`config.mk`:
```
export PLATFORM = sky130hd
export DESIGN_NAME = alu_exec_unit_flat
export DESIGN_NICKNAME = d
export VERILOG_FILES = /design/src/rtl/alu_pkg.sv /design/src/rtl/alu_exec_unit_if.sv /design/src/rtl/alu_mult_seq.sv /design/src/rtl/alu_exec_unit.sv /design/src/flat_wrapper.sv
export SDC_FILE = /design/constraint.sdc
export NUM_CORES = 1
export LEC_CHECK = 0
export ABC_AREA = 1
export CAP_MARGIN = 20
export CORE_UTILIZATION = 30
export CTS_CLUSTER_DIAMETER = 50
export DETAILED_ROUTE_END_ITERATION = 8
export HOLD_SLACK_MARGIN = 0.06
export PLACE_DENSITY = 0.53
export SLEW_MARGIN = 40
export SYNTH_ARGS = -nofsm -noshare
export SYNTH_HDL_FRONTEND = slang
export SYNTH_HIERARCHICAL = 1
export SYNTH_SLANG_ARGS = --single-unit
```
`constraint.sdc`:
```
create_clock -name clk -period 2.98 [get_ports clk]
set_input_delay 0.298 -clock clk [delete_from_list [all_inputs] [get_ports clk]]
set_output_delay 0.298 -clock clk [all_outputs]
set_load 0.01 [all_outputs]
```
`src/rtl/alu_pkg.sv`:
```
// Shared ALU definitions: operation codes, FSM state encoding and decode helpers.
// Used by the execution unit, the control logic and the operand selector.
package alu_pkg;

  localparam logic [6:0] OP_ADD    = 7'b0000000;
  localparam logic [6:0] OP_SUB    = 7'b0000001;
  localparam logic [6:0] OP_AND    = 7'b0000010;
  localparam logic [6:0] OP_XOR    = 7'b0000011;
  localparam logic [6:0] OP_ADDI   = 7'b0000100;
  localparam logic [6:0] OP_COMPI  = 7'b0000101;
  localparam logic [6:0] OP_SHLL   = 7'b0100000;
  localparam logic [6:0] OP_SHRL   = 7'b0100001;
  localparam logic [6:0] OP_SHRA   = 7'b0100010;
  localparam logic [6:0] OP_LWADDR = 7'b0110000;
  localparam logic [6:0] OP_SWADDR = 7'b0110001;
  localparam logic [6:0] OP_MUL    = 7'b1000000;

  typedef enum logic [1:0] {
    IDLE  = 2'd0,
    SHIFT = 2'd1,
    MUL   = 2'd2
  } alu_state_e;

  function automatic logic is_shift_op(input logic [6:0] op);
    return (op == OP_SHLL) || (op == OP_SHRL) || (op == OP_SHRA);
  endfunction

endpackage

```
`src/rtl/alu_exec_unit_if.sv`:
```
// Request/response bundle between the issue logic (master) and the ALU (slave).
interface alu_exec_unit_if;

  logic        start;
  logic [31:0] input1;
  logic [31:0] input2;
  logic [6:0]  aluOp;
  logic        busy;
  logic        done;
  logic [31:0] result;
  logic        carry;
  logic        zero;
  logic        sign;
  logic        overflow;
  logic        illegalOp;

  modport master (
    output start, input1, input2, aluOp,
    input  busy, done, result, carry, zero, sign, overflow, illegalOp
  );

  modport slave (
    input  start, input1, input2, aluOp,
    output busy, done, result, carry, zero, sign, overflow, illegalOp
  );

endinterface

```
`src/rtl/alu_mult_seq.sv`:
```
// 32-step shift-add unsigned multiplier; only instantiated when ALU_MULT_EN is defined.
// last is high during the final step; product shows the value being loaded on that step.
module alu_mult_seq (
  input  logic        clk,
  input  logic        rst,
  input  logic        load,
  input  logic [31:0] a,
  input  logic [31:0] b,
  output logic        last,
  output logic [63:0] product
);

  logic [63:0] prod_q, prod_d;
  logic [31:0] mcand_q, mcand_d;
  logic [5:0]  cnt_q, cnt_d;
  logic [32:0] partial;

  // Upper half accumulates the multiplicand while the multiplier drains out of the lower half.
  always_comb begin
    prod_d  = prod_q;
    mcand_d = mcand_q;
    cnt_d   = cnt_q;
    partial = {1'b0, prod_q[63:32]} + (prod_q[0] ? {1'b0, mcand_q} : 33'd0);
    if (load) begin
      prod_d  = {32'd0, b};
      mcand_d = a;
      cnt_d   = 6'd32;
    end else if (cnt_q != 6'd0) begin
      prod_d = {partial, prod_q[31:1]};
      cnt_d  = cnt_q - 6'd1;
    end
  end

  always_ff @(posedge clk or posedge rst) begin
    if (rst) begin
      prod_q  <= '0;
      mcand_q <= '0;
      cnt_q   <= '0;
    end else begin
      prod_q  <= prod_d;
      mcand_q <= mcand_d;
      cnt_q   <= cnt_d;
    end
  end

  assign last    = (cnt_q == 6'd1);
  assign product = prod_d;

endmodule

```
`src/rtl/alu_exec_unit.sv`:
```
// ALU execution unit: single-cycle add/sub/logic, one-bit-per-cycle shifts and,
// when ALU_MULT_EN is defined, a 32-cycle sequential multiply (otherwise MUL is illegal).
module alu_exec_unit
  import alu_pkg::*;
(
  input  logic           clk,
  input  logic           rst,
  alu_exec_unit_if.slave bus
);

  alu_state_e  state_q, state_d;
  logic [31:0] result_q, result_d;
  logic        carry_q, carry_d, zero_q, zero_d, sign_q, sign_d;
  logic        ovf_q, ovf_d, illegal_q, illegal_d, done_q, done_d;
  logic [31:0] shift_q, shift_d;
  logic [4:0]  cnt_q, cnt_d;
  logic [6:0]  op_q, op_d;

  logic [4:0]  shamt;
  logic        sub_sel;
  logic [31:0] add_a, add_b;
  logic [32:0] sum;
  logic        add_ovf;
  logic [31:0] step_val;
  logic        step_out;
  logic        fin, c_val, v_val, ill_val;
  logic [31:0] res_val;

`ifdef ALU_MULT_EN
  logic        mul_load, mul_last;
  logic [63:0] mul_prod;

  alu_mult_seq u_mult (
    .clk     (clk),
    .rst     (rst),
    .load    (mul_load),
    .a       (bus.input1),
    .b       (bus.input2),
    .last    (mul_last),
    .product (mul_prod)
  );
`endif

  assign shamt = bus.input2[4:0];

  // Subtraction is A + ~B + 1; COMPI forces A to zero so the same adder gives 0 - B.
  always_comb begin
    sub_sel = (bus.aluOp == OP_SUB) || (bus.aluOp == OP_COMPI);
    add_a   = (bus.aluOp == OP_COMPI) ? 32'd0 : bus.input1;
    add_b   = sub_sel ? ~bus.input2 : bus.input2;
    sum     = {1'b0, add_a} + {1'b0, add_b} + {32'd0, sub_sel};
    add_ovf = (add_a[31] == add_b[31]) && (sum[31] != add_a[31]);
  end

  always_comb begin
    step_val = shift_q;
    step_out = 1'b0;
    case (op_q)
      OP_SHLL: {step_out, step_val} = {shift_q, 1'b0};
      OP_SHRL: {step_val, step_out} = {1'b0, shift_q};
      default: {step_val, step_out} = {shift_q[31], shift_q};
    endcase
  end

  always_ff @(posedge clk or posedge rst) begin
    if (rst) state_q <= IDLE;
    else     state_q <= state_d;
  end

  always_comb begin
    state_d = state_q;
    case (state_q)
      IDLE: begin
        if (bus.start && is_shift_op(bus.aluOp) && (shamt != 5'd0)) state_d = SHIFT;
`ifdef ALU_MULT_EN
        if (bus.start && (bus.aluOp == OP_MUL)) state_d = MUL;
`endif
      end
      SHIFT: if (cnt_q == 5'd1) state_d = IDLE;
`ifdef ALU_MULT_EN
      MUL:   if (mul_last) state_d = IDLE;
`endif
      default: state_d = IDLE;
    endcase
  end

  // fin marks the cycle whose edge publishes result and flags together with done.
  always_comb begin
    fin     = 1'b0;
    res_val = '0;
    c_val   = 1'b0;
    v_val   = 1'b0;
    ill_val = 1'b0;
    shift_d = shift_q;
    cnt_d   = cnt_q;
    op_d    = op_q;
`ifdef ALU_MULT_EN
    mul_load = 1'b0;
`endif
    case (state_q)
      IDLE: begin
        if (bus.start) begin
          op_d = bus.aluOp;
          case (bus.aluOp)
            OP_ADD, OP_ADDI, OP_LWADDR, OP_SWADDR, OP_SUB, OP_COMPI: begin
              fin     = 1'b1;
              res_val = sum[31:0];
              c_val   = sum[32];
              v_val   = add_ovf;
            end
            OP_AND: begin
              fin     = 1'b1;
              res_val = bus.input1 & bus.input2;
            end
            OP_XOR: begin
              fin     = 1'b1;
              res_val = bus.input1 ^ bus.input2;
            end
            OP_SHLL, OP_SHRL, OP_SHRA: begin
              if (shamt == 5'd0) begin
                fin     = 1'b1;
                res_val = bus.input1;
              end else begin
                shift_d = bus.input1;
                cnt_d   = shamt;
              end
            end
`ifdef ALU_MULT_EN
            OP_MUL: mul_load = 1'b1;
`endif
            default: begin
              fin     = 1'b1;
              ill_val = 1'b1;
            end
          endcase
        end
      end
      SHIFT: begin
        shift_d = step_val;
        cnt_d   = cnt_q - 5'd1;
        if (cnt_q == 5'd1) begin
          fin     = 1'b1;
          res_val = step_val;
          c_val   = step_out;
        end
      end
`ifdef ALU_MULT_EN
      MUL: begin
        if (mul_last) begin
          fin     = 1'b1;
          res_val = mul_prod[31:0];
          v_val   = |mul_prod[63:32];
        end
      end
`endif
      default: ;
    endcase

    done_d    = fin;
    result_d  = fin ? res_val : result_q;
    carry_d   = fin ? c_val : carry_q;
    ovf_d     = fin ? v_val : ovf_q;
    illegal_d = fin ? ill_val : illegal_q;
    zero_d    = fin ? (!ill_val && (res_val == 32'd0)) : zero_q;
    sign_d    = fin ? res_val[31] : sign_q;
  end

  always_ff @(posedge clk or posedge rst) begin
    if (rst) begin
      result_q  <= '0;
      carry_q   <= 1'b0;
      zero_q    <= 1'b0;
      sign_q    <= 1'b0;
      ovf_q     <= 1'b0;
      illegal_q <= 1'b0;
      done_q    <= 1'b0;
      shift_q   <= '0;
      cnt_q     <= '0;
      op_q      <= '0;
    end else begin
      result_q  <= result_d;
      carry_q   <= carry_d;
      zero_q    <= zero_d;
      sign_q    <= sign_d;
      ovf_q     <= ovf_d;
      illegal_q <= illegal_d;
      done_q    <= done_d;
      shift_q   <= shift_d;
      cnt_q     <= cnt_d;
      op_q      <= op_d;
    end
  end

  assign bus.busy      = (state_q != IDLE);
  assign bus.done      = done_q;
  assign bus.result    = result_q;
  assign bus.carry     = carry_q;
  assign bus.zero      = zero_q;
  assign bus.sign      = sign_q;
  assign bus.overflow  = ovf_q;
  assign bus.illegalOp = illegal_q;

endmodule

```
`src/flat_wrapper.sv`:
```
// flat-port wrapper written by rule: the top's interface ports become plain ports
module alu_exec_unit_flat import alu_pkg::*;
  (clk, rst, bus_start, bus_input1, bus_input2, bus_aluOp, bus_busy, bus_done, bus_result, bus_carry, bus_zero, bus_sign, bus_overflow, bus_illegalOp);
  alu_exec_unit_if bus_i ();
  input  logic clk;
  input  logic rst;
  input wire logic [$bits(bus_i.start)-1:0] bus_start;
  input wire logic [$bits(bus_i.input1)-1:0] bus_input1;
  input wire logic [$bits(bus_i.input2)-1:0] bus_input2;
  input wire logic [$bits(bus_i.aluOp)-1:0] bus_aluOp;
  output wire logic [$bits(bus_i.busy)-1:0] bus_busy;
  output wire logic [$bits(bus_i.done)-1:0] bus_done;
  output wire logic [$bits(bus_i.result)-1:0] bus_result;
  output wire logic [$bits(bus_i.carry)-1:0] bus_carry;
  output wire logic [$bits(bus_i.zero)-1:0] bus_zero;
  output wire logic [$bits(bus_i.sign)-1:0] bus_sign;
  output wire logic [$bits(bus_i.overflow)-1:0] bus_overflow;
  output wire logic [$bits(bus_i.illegalOp)-1:0] bus_illegalOp;
  assign bus_i.start = bus_start;
  assign bus_i.input1 = bus_input1;
  assign bus_i.input2 = bus_input2;
  assign bus_i.aluOp = bus_aluOp;
  assign bus_busy = bus_i.busy;
  assign bus_done = bus_i.done;
  assign bus_result = bus_i.result;
  assign bus_carry = bus_i.carry;
  assign bus_zero = bus_i.zero;
  assign bus_sign = bus_i.sign;
  assign bus_overflow = bus_i.overflow;
  assign bus_illegalOp = bus_i.illegalOp;
  alu_exec_unit u_core (.clk(clk), .rst(rst), .bus(bus_i));
endmodule
```
==> metrics.md, run 1 <==
| Metric | Value |
|---|---|
| Distinct cells, synth | `47` |
| Worst Setup Start Kind | `input pin` |
| Area growth syn-to-layout | `65.22%` |
| Synth Instances | `1299` |
| Cts hold-fix bufs | `0` |
| WS Path Type | `input pin to flop` |
| Combinational family with the most area after synthesis | `simple AND/OR/NAND/NOR gates` |
| Post-Syn Area per Cell | `6.305 um^2` |
| Syn nets | `1439` |
| PortBufs | `112` |
| Clk slew on worst S/H paths | `60 ps` |
| Vias in the first global route | `9835` |
| Vias per cell | `4.976` |
| TritonCTS buffer count | `9` |
| Root buf cell | `clkbuf_16` |
| Violated checks | `setup timing` |
| DR WL/cell | `17.10 um` |
| Largest net degree at the start of global routing | `73` |
| CTS tree | `done` |
| Clk_skew | `7.002 ps` |
| Peak per-stage delay on the critical path | `290 ps` |
| Final max-slew violation count | `0` |
| Final Hold Fails | `0` |
| Simple-gate share of the synthesized area | `36.57%` |
| Status | `finished with violations` |
| First-pass GRT wire length | `53510 um` |
| FFs w/ async S/R, synth | `100.0%` |
| Worst slew pin tran | `688.4 ps` |
| Remaining DRCs | `0` |
| Synthesized area | `0.008190 mm^2` |
| Diodes inserted | `0` |
| XOR/XNOR share of the synthesized area | `3.529%` |
| Max Freq | `0.3218 GHz` |
| PwrDens | `402.2 mW/mm^2` |
| Max VDD drop | `0.4226 mV` |
| Max-cap viol count | `0` |
| Crit share post-route | `104.3%` |
| Register Area | `0.002052 mm^2` |
| Initial antenna violation count | `0` |
| Commonest register cell after synthesis | `dfrtp_1` |
| Iteration count of the initial detailed-routing pass | `5` |
| Leak pwr | `6.858 nW` |
| Congestion Overflow GR | `0` |
| # setup viols final | `2` |
| Final nets | `1832` |
| Area occupied by multi-input gates | `0.006409 mm^2` |
| Die Y-Extent | `167.2 um` |
| Hold WC Path Type | `input pin to asynchronous set/reset pin` |
| Sink Count | `82` |
| Fin util | `50.35%` |
| Die width | `167.2 um` |
| Total GRT Usage | `24.72%` |
| Worst EP required | `3260 ps` |
| Maximum clock path buffer count | `2` |
| CP max stage cell | `nor3_4` |
| Setup crit end kind | `flop` |
| Worst Slack Setup Final | `-127.8 ps` |
| # rows | `60` |
| Post-synthesis sequential area ratio | `25.05%` |
| Top-Level Pins | `113` |
| Initial DRC count | `672` |
| Unrepaired setup endpoints after global routing | `true` |
| Die area | `0.02797 mm^2` |
| Clock Latency Late Sink | `340 ps` |
| GPL Wtd Cong | `0.9444` |
| Rel. slew slack | `53.75%` |
| Share of layout cells above drive strength 1 | `35.52%` |
| Mux cell area share after synthesis | `0.1222%` |
| Number of synthesized flops with an enable pin | `0` |
| Post-Place Setup Slack | `-1118 ps` |
| Core ar. | `0.02688 mm^2` |
| Post-synthesis adder-cell area fraction | `10.17%` |
| Final min period | `3108 ps` |
| WP data arrival | `3390 ps` |
| Initial Util | `30.47%` |
| Critical Path Fanout Max | `5` |
| Vias | `10.13k` |
| WL final | `34820 um` |
| Synth Area in Compound Gates | `14.38%` |
| Synth warnings | `6` |
| Layout filler cell count | `2705` |
| Post-DP HPWL | `27040 um` |
| Antenna Nets Post-Route | `0` |
| Flops & latches, synth | `82` |
| H-Tree Depth | `3` |
stage by stage:
| step | TNS, ps | instances | power [mW] | hold WS (ps) | area [um^2] |
|---|---|---|---|---|---|
| CTS | -215.5 | 2019 | 5.251 | 178.4 | 12770 |
| floorplan | 0 | 1299 | 2.953 | 407.6 | 8194 |
| detailed placement | -17490 | 1959 | 4.057 | 468.2 | 11520 |
| finish | -209.4 | 2036 | 5.443 | 183.6 | 13530 |
| global route | -1077 | 2036 | 5.818 | 203.0 | 13530 |
| global placement | -17110 | 1959 | 4.042 | 466.2 | 11520 |
worst paths after layout:
path | startpoint | endpoint | slack, ps | cells past startpoint
max | bus_aluOp[0] | u_core/bus.zero | -130 | 29
min | rst | u_core/op_q[5] | 180 | 2
max reg2reg | u_core/op_q[6] | u_core/bus.zero | 300 | 15
min reg2reg | u_core/bus.result[9] | u_core/bus.result[9] | 480 | 2
max in group asynchronous | rst | u_core/shift_q[29] | 2150 | 3
min in group clk | bus_aluOp[6] | u_core/op_q[6] | 330 | 4
report_power, final:
group | leakage [nW] | internal, mW | total, mW | switching (mW)
sequential | 1.10 | 1.43 | 1.65 | 0.219
clock | 0.127 | 0.575 | 1.01 | 0.435
combinational | 5.63 | 1.23 | 2.79 | 1.55
sequential cells by signal, indices dropped and copies added (netlist names):
register	cells
u_core/bus.carry	1
u_core/bus.done	1
u_core/state_q	1
u_core/shift_q	32
u_core/op_q	7
u_core/bus.overflow	1
u_core/cnt_q	5
u_core/bus.illegalOp	1
u_core/bus.zero	1
u_core/bus.result	32
layer usage:
| layer | GRT usage [%] | vias to the layer above | wire, um |
|---|---|---|---|
| met5 | 0 | - | 0 |
| met2 | 41.82 | 316 | 16510 |
| li1 | - | 5025 | - |
| met3 | 3.002 | 65 | 1326 |
| met1 | 31.87 | 4725 | 15340 |
| met4 | 10.13 | 0 | 1641 |
placed cells by master, fill, tap and decap left out, types with 12 or more instances in the layout:
cell | Yosys | layout
nand2_1 | 430 | 349
buf_4 | 5 | 281
inv_1 | 161 | 140
clkdlybuf4s50_1 | 0 | 105
nor2_1 | 135 | 94
dfrtp_1 | 82 | 82
nand3_1 | 96 | 77
nand2_2 | 8 | 70
ha_1 | 65 | 51
o21ai_0 | 54 | 40
nor2_2 | 5 | 35
a21oi_2 | 1 | 33
o221ai_1 | 32 | 32
a21oi_1 | 60 | 22
nand3_2 | 2 | 21
buf_6 | 1 | 20
nand2_4 | 2 | 19
inv_2 | 5 | 18
a221oi_1 | 18 | 17
xnor2_1 | 27 | 17
buf_12 | 0 | 13
o21ai_1 | 2 | 12
final cells by class:
| class | instances | area share (%) |
|---|---|---|
| multi-input combinational | 1006 | 47.36 |
| sequential | 82 | 15.16 |
| tap | 341 | 3.153 |
| clock inverter | 3 | 0.1295 |
| inverter | 168 | 4.799 |
| timing repair buffer | 425 | 27.60 |
| clock buffer | 11 | 1.794 |
critical path, delay by kind of cell:
kind / cells / cell delay, ps
AND/OR/NAND/NOR: 21 / 2010
adder cells (fa/ha/maj): 1 / 290
XOR/XNOR: 1 / 150
buffers and inverters: 6 / 640
cell families after synthesis:
family                     count (synthesis)
and+or+nand+nor                          719
DFF                                       82
xor gates and xnor gates                  33
muxes                                      1
adders and majority gates                 66
AOI/OAI and AO/OA                        187
buffers and inverters                    211
synth_stat cells (2+ instances only):
cell / n / share of area [%]
nand2_1: 430 / 20
inv_1: 161 / 7.4
nor2_1: 135 / 6.2
nand3_1: 96 / 5.9
dfrtp_1: 82 / 25
ha_1: 65 / 9.9
a21oi_1: 60 / 3.7
o21ai_0: 54 / 3.3
o221ai_1: 32 / 3.4
xnor2_1: 27 / 2.9
clkbuf_1: 22 / 1.0
a221oi_1: 18 / 1.9
buf_2: 12 / 0.73
nand3b_1: 11 / 1.0
nor3_1: 11 / 0.67
nand2_2: 8 / 0.61
nand4_1: 7 / 0.53
o211ai_1: 6 / 0.55
xor2_1: 6 / 0.64
buf_4: 5 / 0.46
inv_2: 5 / 0.23
nor2_2: 5 / 0.38
or2_2: 5 / 0.38
buf_1: 3 / 0.14
o21a_1: 3 / 0.27
a31oi_1: 2 / 0.15
and3_1: 2 / 0.15
clkinv_1: 2 / 0.092
nand2_4: 2 / 0.27
nand3_2: 2 / 0.24
nor4_1: 2 / 0.15
o21ai_1: 2 / 0.12
o22ai_1: 2 / 0.15
what timing repair did:
item | in CTS | in global routing
pin swaps | 73 | 95
setup endpoints to repair | 26 | 18
cloned | 5 | 0
gates resized for setup | 181 | 182
buffers inserted | 41 | 21
Power figures use the tool's default switching activity.
==> run 2, diff against run 1 <==
--- a/config.mk
+++ b/config.mk
@@ -11,7 +11,7 @@
 export CTS_CLUSTER_DIAMETER = 50
 export DETAILED_ROUTE_END_ITERATION = 8
 export HOLD_SLACK_MARGIN = 0.06
-export PLACE_DENSITY = 0.53
+export SKIP_CTS_REPAIR_TIMING = 1
 export SLEW_MARGIN = 40
 export SYNTH_ARGS = -nofsm -noshare
 export SYNTH_HDL_FRONTEND = slang
==> run 2 against run 1 <==
The run still ends with setup timing left. Non-clock buffer count is 31 lower. Total power increased by 2.0%. First-iteration DRC count grew 13%. Highest routed layer unchanged. Critical path type unchanged.
==> metrics.md, run 2 (synthesis gave the netlist of run 1 again) <==
| Metric | Value |
|---|---|
| Status | `finished with violations` |
| Violated checks | `setup timing` |
| Clock Latency Late Sink | `340 ps` |
| Hold WC Path Type | `input pin to asynchronous set/reset pin` |
| Critical Path Fanout Max | `8` |
| Max VDD drop | `0.3295 mV` |
| Die Y-Extent | `167.2 um` |
| Unrepaired setup endpoints after global routing | `true` |
| Iteration count of the initial detailed-routing pass | `5` |
| Final nets | `1801` |
| PwrDens | `431.3 mW/mm^2` |
| WL final | `33940 um` |
| Area growth syn-to-layout | `57.10%` |
| Vias in the first global route | `9627` |
| Core ar. | `0.02688 mm^2` |
| Post-DP HPWL | `27320 um` |
| Rel. slew slack | `59.53%` |
| TritonCTS buffer count | `9` |
| # setup viols final | `1` |
| Worst Setup Start Kind | `input pin` |
| Crit-path leading delay family | `simple AND/OR/NAND/NOR gates` |
| Vias | `10.05k` |
| CP most frequent cell | `nand2_1` |
| Commonest non-fill, non-tap cell in the layout | `nand2_1` |
| Share of layout cells above drive strength 1 | `30.51%` |
| Final Hold Fails | `0` |
| PortBufs | `112` |
| Antenna Nets Post-Route | `0` |
| GPL Wtd Cong | `0.9498` |
| Setup crit end kind | `flop` |
| Total GRT Usage | `23.48%` |
| Final min period | `3041 ps` |
| Max-cap viol count | `0` |
| Maximum clock path buffer count | `2` |
| Clk_skew | `11.57 ps` |
| Worst Slack Setup Final | `-60.64 ps` |
| Leak pwr | `6.616 nW` |
| # rows | `60` |
| CP max stage cell | `ha_1` |
| WS Path Type | `input pin to flop` |
| Most frequent cells in the layout | `nand2_1 (361), buf_4 (263), inv_1 (146)` |
| Die area | `0.02797 mm^2` |
| Worst EP required | `3260 ps` |
| Initial DRC count | `761` |
| Final max-slew violation count | `0` |
| Layout filler cell count | `2734` |
| Diodes inserted | `0` |
| Crit share post-route | `102.0%` |
| Clk slew on worst S/H paths | `70 ps` |
| H-Tree Depth | `3` |
| Remaining DRCs | `0` |
| Die width | `167.2 um` |
| Congestion Overflow GR | `0` |
| Root buf cell | `clkbuf_16` |
| Top-Level Pins | `113` |
| Design Power | `5.550 mW` |
| Sink Count | `82` |
| DR WL/cell | `16.92 um` |
| Vias per cell | `5.007` |
| Inst Count DP | `1954` |
| Worst slew pin tran | `602.4 ps` |
| Initial antenna violation count | `0` |
| Cell Count, Final, Fillers Out | `2006` |
| CTS tree | `done` |
| Fin Setup TNS | `-60.64 ps` |
| Max Freq | `0.3289 GHz` |
| Peak per-stage delay on the critical path | `320 ps` |
| Largest net degree at the start of global routing | `53` |
| CP Buf/Inv Count | `5` |
| Initial Util | `30.47%` |
| First-pass GRT wire length | `51170 um` |
| WP data arrival | `3320 ps` |
[run 2: report_power, final]
| part | internal, mW | total (mW) | switching (mW) | leakage (nW) |
|---|---|---|---|---|
| Combinational | 1.15 | 2.66 | 1.51 | 5.36 |
| Clock | 0.814 | 1.25 | 0.436 | 0.163 |
| Sequential | 1.43 | 1.64 | 0.214 | 1.10 |
| Total | 3.39 | 5.55 | 2.15 | 6.62 |
[run 2: final timing paths]
check / start / endpoint / slack [ps] / cells past startpoint
worst max-delay path: bus_aluOp[0] / u_core/bus.zero / -60 / 26
worst min-delay path: rst / u_core/op_q[3] / 330 / 2
worst max register to register: u_core/op_q[6] / u_core/bus.zero / 510 / 16
worst min register to register: u_core/bus.result[26] / u_core/bus.result[26] / 480 / 2
max in group asynchronous: rst / u_core/shift_q[21] / 1970 / 3
min in group clk: bus_aluOp[6] / u_core/op_q[6] / 350 / 4
[run 2: cell type report]
cell class,instances,area [um^2],area share (%)
clock buffer,10,229.0,1.779
clock inverter,5,103.9,0.8071
inverter,168,641.9,4.988
multi-input combinational,1006,6002,46.65
sequential,82,2052,15.95
tap,341,426.7,3.316
timing repair buffer,394,3412,26.52
[run 2: per-layer routing]
metal	vias to the layer above	wire length [um]	GRT usage, %
li1	4975	-	-
met1	4647	14700	30.54
met2	352	15830	39.06
met3	71	1916	3.025
met4	0	1492	10.01
met5	-	0	0
[run 2: through the flow]
step | hold slack (ps) | utilization [%] | area, um^2 | setup WS (ps)
detailed placement | 468.2 | 42.71 | 11480 | -1174
floorplan | 407.6 | - | 8194 | 13.66
finish | 327.9 | 47.88 | 12870 | -60.64
CTS | 335.5 | 43.95 | 11810 | -831.5
global placement | 466.0 | 42.71 | 11480 | -1150
global route | 350.8 | 47.88 | 12870 | -309.1
==> run 3, diff against run 2 <==
--- a/config.mk
+++ b/config.mk
@@ -12,7 +12,7 @@
 export DETAILED_ROUTE_END_ITERATION = 8
 export HOLD_SLACK_MARGIN = 0.06
 export SKIP_CTS_REPAIR_TIMING = 1
-export SLEW_MARGIN = 40
+export SLEW_MARGIN = 5
 export SYNTH_ARGS = -nofsm -noshare
 export SYNTH_HDL_FRONTEND = slang
 export SYNTH_HIERARCHICAL = 1
==> results of run 3 <==
Final layout, timing and power as in run 2 (identical DEF).
